===== config.mk =====
export PLATFORM = sky130hd
export DESIGN_NAME = cpu_sequencer
export DESIGN_NICKNAME = d
export VERILOG_FILES = /design/src/rtl/cpu_sequencer.sv
export SDC_FILE = /design/constraint.sdc
export NUM_CORES = 1
export LEC_CHECK = 0
export CAP_MARGIN = 20
export CORE_ASPECT_RATIO = 0.9
export CORE_UTILIZATION = 48
export DETAILED_ROUTE_END_ITERATION = 7
export HOLD_SLACK_MARGIN = 0.06
export PLACE_DENSITY = 0.84
export SYNTH_ARGS = -nofsm -noshare
export SYNTH_HDL_FRONTEND = slang
export SYNTH_SLANG_ARGS = --single-unit

===== constraint.sdc =====
create_clock -name clk -period 2.92 [get_ports clk]
set_input_delay 0.584 -clock clk [delete_from_list [all_inputs] [get_ports clk]]
set_output_delay 0.584 -clock clk [all_outputs]
set_load 0.02 [all_outputs]

===== src/rtl/cpu_sequencer.sv =====
// rtl/cpu_sequencer.sv - FETCH/EXEC1/EXEC2 instruction-cycle sequencer with instruction register
// Optional build macro: PIPE_FETCH_EN (overlaps the next fetch with the last execute cycle).
module cpu_sequencer #(
  parameter int         DATA_W  = 16,
  parameter logic [3:0] OPC_STP = 4'b0111,
  parameter int         CNT_W   = 16
) (
  input  logic              clk,
  input  logic              reset,
  input  logic              EXTRA,
  input  logic [DATA_W-1:0] RAM_Q,
  input  logic              resume,
  input  logic              step_mode,
  input  logic              step,
  input  logic              can_pipeline,
  output logic              FETCH,
  output logic              EXEC1,
  output logic              EXEC2,
  output logic [3:0]        IR,
  output logic [DATA_W-5:0] N,
  output logic              HALTED,
  output logic              WAITING,
  output logic [CNT_W-1:0]  instr_count
);

  // One-hot encoding so every state flag output is a register bit.
  typedef enum logic [4:0] {
    S_FETCH    = 5'b00001,
    S_EXEC1    = 5'b00010,
    S_EXEC2    = 5'b00100,
    S_HALT     = 5'b01000,
    S_STEPWAIT = 5'b10000
  } state_e;

  state_e              state_q, state_d;
  logic                first_q;
  logic [3:0]          ir_q, ir_d;
  logic [DATA_W-5:0]   n_q, n_d;
  logic [CNT_W-1:0]    cnt_q, cnt_d;
  logic                capture;
  logic                cnt_inc;
  logic                last_exec;
  logic                pipe_ok;

  // Overlapped fetch is allowed only when free-running; otherwise the input is inert.
`ifdef PIPE_FETCH_EN
  assign pipe_ok = can_pipeline & ~step_mode;
`else
  assign pipe_ok = can_pipeline & 1'b0;
`endif

  // State register plus the first-clock marker used to sample step_mode at reset release.
  always_ff @(posedge clk or posedge reset) begin
    if (reset) begin
      state_q <= S_FETCH;
      first_q <= 1'b1;
      ir_q    <= '0;
      n_q     <= '0;
      cnt_q   <= '0;
    end else begin
      state_q <= state_d;
      first_q <= 1'b0;
      ir_q    <= ir_d;
      n_q     <= n_d;
      cnt_q   <= cnt_d;
    end
  end

  // Next-state, instruction capture and retire-count logic.
  always_comb begin
    state_d   = state_q;
    ir_d      = ir_q;
    n_d       = n_q;
    cnt_d     = cnt_q;
    capture   = 1'b0;
    cnt_inc   = 1'b0;
    last_exec = 1'b0;

    case (state_q)
      S_FETCH: begin
        // Coming out of reset in step mode we park before the first fetch.
        if (first_q && step_mode) begin
          state_d = S_STEPWAIT;
        end else begin
          capture = 1'b1;
          state_d = S_EXEC1;
        end
      end
      S_EXEC1: begin
        if (ir_q == OPC_STP) begin
          cnt_inc = 1'b1;
          state_d = S_HALT;
        end else if (EXTRA) begin
          state_d = S_EXEC2;
        end else begin
          last_exec = 1'b1;
        end
      end
      S_EXEC2: begin
        last_exec = 1'b1;
      end
      S_HALT: begin
        if (resume) begin
          state_d = step_mode ? S_STEPWAIT : S_FETCH;
        end
      end
      S_STEPWAIT: begin
        if (step || !step_mode) begin
          state_d = S_FETCH;
        end
      end
      default: begin
        state_d = S_FETCH;
      end
    endcase

    // Final execute cycle: the instruction retires and the next one is chosen.
    if (last_exec) begin
      cnt_inc = 1'b1;
      if (pipe_ok) begin
        capture = 1'b1;
        state_d = S_EXEC1;
      end else begin
        state_d = step_mode ? S_STEPWAIT : S_FETCH;
      end
    end

    if (capture) begin
      ir_d = RAM_Q[DATA_W-1:DATA_W-4];
      n_d  = RAM_Q[DATA_W-5:0];
    end

    // Retire counter saturates instead of wrapping.
    if (cnt_inc && (cnt_q != {CNT_W{1'b1}})) begin
      cnt_d = cnt_q + {{(CNT_W-1){1'b0}}, 1'b1};
    end
  end

  assign FETCH       = state_q[0];
  assign EXEC1       = state_q[1];
  assign EXEC2       = state_q[2];
  assign HALTED      = state_q[3];
  assign WAITING     = state_q[4];
  assign IR          = ir_q;
  assign N           = n_q;
  assign instr_count = cnt_q;

endmodule


# == Yosys cells after proc, flatten, opt, wreduce, memory -nomap -nowiden ==
# Cells that the tools add are included.
# totals
regBits,38
output_inout_bits,37
wordCells,38
# op_classes
eq_ne,11
n_addsub,1
mux,16
n_reduce_logical,5
# ops
op,n
5-bit 2-to-1 mux,7
5-bit case mux with 5 select lines,1
16-bit by 1-bit adder with 16-bit output (second input constant),1
16-bit inequality test (second input constant),1
1-bit 2-to-1 mux,7
3-bit inequality test (second input constant),2
5-bit by 1-bit == test with 1-bit output (second input constant),1
5-bit by 2-bit == test with 1-bit output (second input constant),1
5-bit by 3-bit == test with 1-bit output (second input constant),1
5-bit by 4-bit == test with 1-bit output (second input constant),1
5-bit == test (second input constant),1
4-bit by 3-bit == test with 1-bit output (second input constant),1
4-bit inequality test (second input constant),1
4-bit AND reduction,1
1-bit logical AND,2
2-bit inequality test (second input constant),1
1-bit case mux with 2 select lines,1
1-bit zero test,1
1-bit logical OR,1

# == Depth between registers and ports, before layout ==
# logic_depth
ltp_word,5
ltp_mapped,7

# == Worst setup path before layout ==
# No wires, ideal clock.
# synth_path
path_kind,flip-flop to flip-flop
startpoint,"register cnt_q[0], in the netlist instr_count[0]"
endpoint,"register cnt_q[1], in the netlist instr_count[1]"
period_less_slack_ns,2.058
path_slack_ns,0.862
stages_incl_launch_ff,6
n_path_buf,0
arrival_time_ns,1.933
path_cell_list,dfrtp_1 -> ha_1 -> nand4_1 -> or3_1 -> o21ai_4 -> mux2_2
# synth_between
elab_chain_cells,2
# synth_rtl
element,line,source
"start, declared",39,"logic [CNT_W-1:0] cnt_q, cnt_d;"
"start signal, assigned",65,cnt_q <= cnt_d;
branches (longest 2 deep; another with 16-bit by 1-bit adder with 16-bit output),n/a,
# Several ways; the timed one is not identified.
# A chain may end at the register's enable or synchronous reset.

# == Final worst setup path ==
# Same ends and word-level chain as after synthesis.

==> run summary <==
PLACED DESIGN
----------------------------------------------------------------------------------
Placed cell count ...................................................          273
Gpl congestion ......................................................        0.863
Count of buffers from port buffering ................................           58
Dpl hpwl ............................................................      2310 um

DETAILED ROUTING
----------------------------------------------------------------------------------
Overall routed net length ...........................................      3350 um
DRT Pass-1 Iters ....................................................            4
Via count ...........................................................        1,392
DR WL/cell ..........................................................      11.9 um
DR iter-0 viols .....................................................           84
Total DRC errors in the routed layout ...............................            0
Vias per cell .......................................................         4.95
Remaining antenna violation count after routing .....................            0

DIE
----------------------------------------------------------------------------------
Total number of placement rows ......................................           20
Chip Width ..........................................................      65.6 um
CORE AREA ...........................................................    3430 um^2
Die outline height ..................................................      59.2 um
Effective utilization at floorplan ..................................        50.9%
I/O pin cnt .........................................................           60
Area of the die .....................................................    3880 um^2

CELLS AND AREA
----------------------------------------------------------------------------------
Commonest non-fill, non-tap cells in the layout ..................... sky130_fd_sc_hd__clkdlybuf4s50_1, sky130_fd_sc_hd__nand2_1, sky130_fd_sc_hd__dfrtp_1
Core Util, Final ....................................................        71.5%
# diodes ............................................................            0
Number of nets in the final layout ..................................          260
Sequential cell area ................................................     953 um^2
Signed area change from the synthesized netlist to the final layout .        40.4%
Proportion of layout cells with a drive suffix above 1 ..............        8.02%
Multi-input gate area ...............................................     742 um^2
Post-route non-filler standard cell count ...........................          281
Fillers .............................................................          259
Commonest non-fill, non-tap cell in the layout ...................... sky130_fd_sc_hd__clkdlybuf4s50_1

CTS
----------------------------------------------------------------------------------
Register clock-pin slew on the reported worst setup and hold paths ..      0.07 ns
Count of instances resized after the clock tree is built ............            0
Setup Fix Bufs, Post-CTS ............................................            0
TritonCTS clock tree ................................................         done
CTS sink count ......................................................           38
H-tree level count ..................................................            2
Hold buffers post-CTS ...............................................            0
Worst-case clock buffer depth .......................................            2
Number of CTS-inserted buffers ......................................            5
Clock network latency to the later pin of the worst-skew pair .......      0.28 ns
Library cell used as clock root buffer .............................. sky130_fd_sc_hd__clkbuf_8

SETUP PATH
----------------------------------------------------------------------------------
Critical-path cell with the highest stage delay ..................... sky130_fd_sc_hd__or3_1
CP startpoint kind ..................................................    flip-flop
Start of the worst register-to-register path ........................ instr_count[0]
R2r endpoint ........................................................ instr_count[1]
Number of cell instances on the worst register-to-register path .....            5
WP data arrival .....................................................      2.30 ns
Setup slack of the most critical reg-to-reg path ....................      0.79 ns
Crit path launch .................................................... instr_count[0]
Delay of the slowest cell on the worst path .........................      0.49 ns
Startpoint-to-endpoint class of the critical path ................... flip-flop to flip-flop
Worst-path maximum fanout ...........................................            8
Type of element capturing the critical path .........................    flip-flop
Cell-by-cell trace of the critical path ............................. ha_1 > nand4_1 > or3_1 > o21ai_4 > mux2_2
CP Capture Point .................................................... instr_count[1]
Critical Path RT ....................................................      3.09 ns

LOGIC SYNTHESIS
----------------------------------------------------------------------------------
Mean cell area of the mapped netlist ................................    10.1 um^2
Number of cells produced by synthesis ...............................          173
Sequential fraction of the synthesis area ...........................        54.6%
Total nets after synthesis ..........................................          197
Dominant cell type by area after synthesis .......................... sky130_fd_sc_hd__dfrtp_1
Fraction of synthesis flops using an asynchronous set or reset pin ..         100%
Synth Warn # ........................................................            0
Flip-flop and latch count after synthesis ...........................           38
Mapped cell area ....................................................    1750 um^2
Most used flip-flop cell after synthesis ............................ sky130_fd_sc_hd__dfrtp_1
Library cells used by synthesis .....................................           34
Fraction of synthesized cell area taken by the top area cell type ...        51.6%
Number of enable-type register cells in the synthesized netlist .....            0
Most area-consuming cells after synthesis ........................... sky130_fd_sc_hd__dfrtp_1, sky130_fd_sc_hd__nand2_1, sky130_fd_sc_hd__xor2_1, sky130_fd_sc_hd__dfstp_2, sky130_fd_sc_hd__xnor2_1

STA
----------------------------------------------------------------------------------
Total negative setup slack ..........................................         0 ns
Maximum clock frequency .............................................      469 MHz
Unrepaired setup endpoints after global routing .....................        false
Pins Over Slew Limit ................................................            0
Number of endpoints failing setup at the final stage ................            0
Final period utilization ............................................        73.0%
Clock tree skew after final layout ..................................   0.00429 ns
Final period demand of the worst path ...............................      2.13 ns
Hold Fails Final Rpt ................................................            0

GRT
----------------------------------------------------------------------------------
Initial antenna violation count .....................................            0
Maximum number of pins on one net before global-route repair ........           39
Leftover overflow at the end of global routing ......................            0
Wire length of the first global-routing pass ........................      5790 um
Total track usage ...................................................        20.4%
Number of global-route vias before repair ...........................        1,310

POWER AND IR DROP
----------------------------------------------------------------------------------
Max rail drop VDD ...................................................     0.597 mV
Total power .........................................................      2.08 mW
Leak Pwr ............................................................      1.11 nW
Cell area power density .............................................  848 nW/um^2

MIN PATH
----------------------------------------------------------------------------------
Type of the tightest min-delay check ................................ flip-flop to flip-flop

RUN
----------------------------------------------------------------------------------
Max Cap Viol ........................................................            0

OUTCOME
----------------------------------------------------------------------------------
Result of the run ................................................... complete, no violations

-- cell families after synthesis --
group	synth area share, %
AO/OA/AOI/OAI	5.87
XOR/XNOR	8.02
adder cells (fa/ha/maj)	0.716
buffers and inverters	2.94
flip-flops	54.6
multiplexers	1.86
other	0.215
AND/OR/NAND/NOR	25.8
-- critical path, delay by kind of cell, from the launching register on --
family                   cells  cell delay (ns)
AND/OR/NAND/NOR              2             0.73
AO/OA/AOI/OAI                1             0.31
adder cells (fa/ha/maj)      1             0.21
multiplexers                 1             0.37
flip-flops                   1             0.41
-- worst min-delay path by stage --
stage	start	to	slack, ns	cells after the start
floorplan	first_q	state_q[4]	0.52	2
global placement	N[1]	N[1]	0.46	2
detailed placement	N[5]	N[5]	0.46	2
CTS	N[7]	N[7]	0.48	2
global route	instr_count[13]	instr_count[13]	0.50	1
finish	N[7]	N[7]	0.48	2
-- registers in the layout (all words and copies together) (netlist names) --
| name | count |
|---|---|
| N | 12 |
| instr_count | 16 |
| state_q | 5 |
| first_q | 1 |
| IR | 4 |
-- synthesized netlist by cell type, types with 3 or more instances --
cell type                 instances
sky130_fd_sc_hd__nor3_2           4
sky130_fd_sc_hd__nor2_1          11
sky130_fd_sc_hd__xnor2_1          5
sky130_fd_sc_hd__xor2_1          11
sky130_fd_sc_hd__nor4_1           3
sky130_fd_sc_hd__nand2_1         56
sky130_fd_sc_hd__nand4_1          6
sky130_fd_sc_hd__inv_1            6
sky130_fd_sc_hd__nand3_1          6
sky130_fd_sc_hd__dfrtp_1         36
-- per-layer routing --
layer	vias to the layer above	track usage (%)	wire (um)
li1	700	-	-
met1	639	26.5	1530
met2	47	29.0	1470
met3	6	9.81	293
met4	0	8.70	51
met5	-	0	0
-- cell type report --
class | instances | area share, %
Timing Repair Buffer | 60 | 24.3
Tap cell | 44 | 2.24
Clock buffer | 8 | 3.27
Multi-Input combinational cell | 124 | 30.3
Inverter | 7 | 1.07
Sequential cell | 38 | 38.9
-- where the power goes --
part | leakage, nW | switching, mW | internal, mW
logic | 0.583 | 0.490 | 0.431
registers | 0.486 | 0.135 | 0.690
clock network | 0.0395 | 0.166 | 0.169
total | 1.11 | 0.790 | 1.29
-- through the flow --
step | instance area [um^2] | setup WS (ns) | hold slack [ns]
finish | 2450 | 0.789 | 0.478
global route | 2450 | 0.682 | 0.499
CTS | 2450 | 0.781 | 0.478
detailed placement | 2370 | 0.696 | 0.461
global placement | 2370 | 0.688 | 0.458
floorplan | 1750 | 0.862 | 0.520
No activity file was read; power rests on OpenSTA's default activity.
==> variant (same settings) <==
Change the parameter `DATA_W` from 16 to 32.
--- a/src/rtl/cpu_sequencer.sv
+++ b/src/rtl/cpu_sequencer.sv
@@ -1,7 +1,7 @@
 // rtl/cpu_sequencer.sv - FETCH/EXEC1/EXEC2 instruction-cycle sequencer with instruction register
 // Optional build macro: PIPE_FETCH_EN (overlaps the next fetch with the last execute cycle).
 module cpu_sequencer #(
-  parameter int         DATA_W  = 16,
+  parameter int         DATA_W  = 32,
   parameter logic [3:0] OPC_STP = 4'b0111,
   parameter int         CNT_W   = 16
 ) (
Ports: changed (resized N and RAM_Q); port bits go from 60 to 92. No check against the original RTL was run, so the function may have changed too.
==> variant against the original RTL <==
  * Combinational power increased by 75%
  * Area after synthesis increased by 42%
  * Count of clock-buffer cells in the layout decreased by 2
  * Sequential power increased by 49%
  * Non-clock buffer count increased by 36
  * Routed wire length increased by 60%
  * Largest cell class unchanged
  * Setup slack improved by 37 ps
  * Power increased by 61%
  * Cell area increased by 45%
  * Sequential cell count increased by 16
  * Utilization increased by 1.3 points
  * Register-to-register slack improved by 150 ps
  * Critical path depth decreased by 4
==> variant: results (changes against the original RTL) <==
Critical path
  • Crit path launch: state_q[0] (was instr_count[0])
  • Launch point of the worst reg-to-reg path: instr_count[0] (unchanged)
  • WP data arrival: 1510 ps (was 2300 ps)
  • Cell family with most CP delay: buffers and inverters (was simple AND/OR/NAND/NOR gates)
  • Critical path fanouts, max: 6 (was 8)
  • Worst path slowest cell: clkdlybuf4s50_1 (was or3_1)
  • Crit-path max cell delay: 610 ps (was 490 ps)

Global routing
  • Initial antenna violation count: 0 (unchanged)
  • Met2 Track Usage GR: 0.347 (was 0.290)
  • Number of global-route vias before repair: 1891 (was 1310)
  • Largest net degree at the start of global routing: 34 (was 39)
  • First-pass GRT wire length: 9.09 mm (was 5.79 mm)
  • Met1 Use GR: 0.264 (was 0.265)
  • GRT Util Overall: 0.216 (was 0.204)
  • Grt met3 use: 0.0876 (was 0.0981)

Detailed routing
  • Wirelength per Cell: 15.8 um (was 11.9 um)
  • DRT Pass-1 Iters: 5 (was 4)
  • DR iter-0 viols: 92 (was 84)
  • Routed vias: 1828 (was 1392)
  • DR vias/cell: 5.36 (was 4.95)

Placed design
  • Detailed Place HPWL: 3.97 mm (was 2.31 mm)
  • Number of placed instances, taps included: 333 (was 273)
  • Gpl congestion: 0.771 (was 0.863)
  • Port-buffer cells: 90 (was 58)

CTS
  • # H-tree levels: 2 (unchanged)
  • Num CTS Buffers: 5 (unchanged)
  • CTS root buf: clkbuf_8 (unchanged)
  • Clock transition at the registers of the reported paths: 100 ps (was 70 ps)
  • Post-CTS resize count: 0 (unchanged)
  • Post-CTS Setup Repair Bufs: 0 (unchanged)
  • Clock Latency Late Sink: 310 ps (was 280 ps)

Synth
  • Register area share after synthesis: 0.547 (was 0.546)
  • Post-Synthesis Cells: 179 (was 173)
  • Synth cell types: 42 (was 34)
  • Synth area leaders: dfrtp_1 (53%), mux2_2 (15%), xor2_1 (4.2%) (was dfrtp_1 (52%), nand2_1 (12%), xor2_1 (5.5%))
  • FFs w/ async S/R, synth: 1.00 (unchanged)
  • Net count after synthesis: 219 (was 197)
  • Synth cell count leaders: dfrtp_1 (52), mux2_2 (34), xor2_1 (12) (was nand2_1 (56), dfrtp_1 (36), nor2_1 (11), xor2_1 (11))

Timing
  • Setup Skew: 8.90 ps (was 4.29 ps)

Min path
  • Worst Hold Class: reg2reg (unchanged)
  • HP Start: instr_count[12] (was N[7])

Finish
  • Layout cells sized above 1: 0.232 (was 0.0802)
  • Filler cells: 339 (was 259)
  • Number of diodes: 0 (unchanged)
  • # nets final: 315 (was 260)
  • Max reg flops: 28 (was 16)

Power and ir drop
  • LEAKAGE: 1.50 nW (was 1.11 nW)
  • Peak supply drop: 0.652 mV (was 0.597 mV)

Status
  • Status: finished, final reports clean (unchanged)
## variant: kinds of logic after synthesis
family / synth area share
DFF: 0.547
and+or+nand+nor: 0.111
muxes: 0.159
AOI/OAI and AO/OA: 0.0930
xor gates and xnor gates: 0.0531
buffers and inverters: 0.0303
adders and majority gates: 0.00505
other: 0.00152
## variant: routing by layer
| layer | wire length, um | vias up | part of all wire |
|---|---|---|---|
| met5 | 0 | - | 0 |
| met4 | 79 | 0 | 0.015 |
| met3 | 536 | 11 | 0.10 |
| met2 | 2510 | 84 | 0.47 |
| met1 | 2250 | 895 | 0.42 |
| li1 | - | 838 | - |
## variant: final cells by class
class | instances | area, um^2 | share of cell area
Tap cell | 65 | 81.3 | 0.0228
Clock buffer | 6 | 72.6 | 0.0204
Inverter | 7 | 26.3 | 0.00737
Sequential cell | 54 | 1350 | 0.380
Timing Repair Buffer | 96 | 946 | 0.265
Multi-Input combinational cell | 111 | 1050 | 0.294
Clock inverter | 2 | 37.5 | 0.0105
## variant: stage by stage
step	util	cell area, um^2	worst slack [ps]
floorplan	-	2470	986
global placement	0.706	3450	636
detailed placement	0.706	3450	615
CTS	0.728	3560	813
global route	0.728	3560	790
finish	0.728	3560	826
## variant: worst paths after layout
kind	end	slack, ps	cells after the start
max	FETCH	830	1
min	instr_count[12]	510	1
max reg2reg	instr_count[8]	940	6
min reg2reg	instr_count[12]	510	1
max in group asynchronous	state_q[0]	1640	3
min in group asynchronous	N[16]	590	2
## variant: power by group
group	internal, mW	switching [mW]	leakage, nW	total [mW]
sequential	1.03	0.199	0.656	1.23
combinational	0.858	0.750	0.790	1.61
clock	0.256	0.251	0.0514	0.507
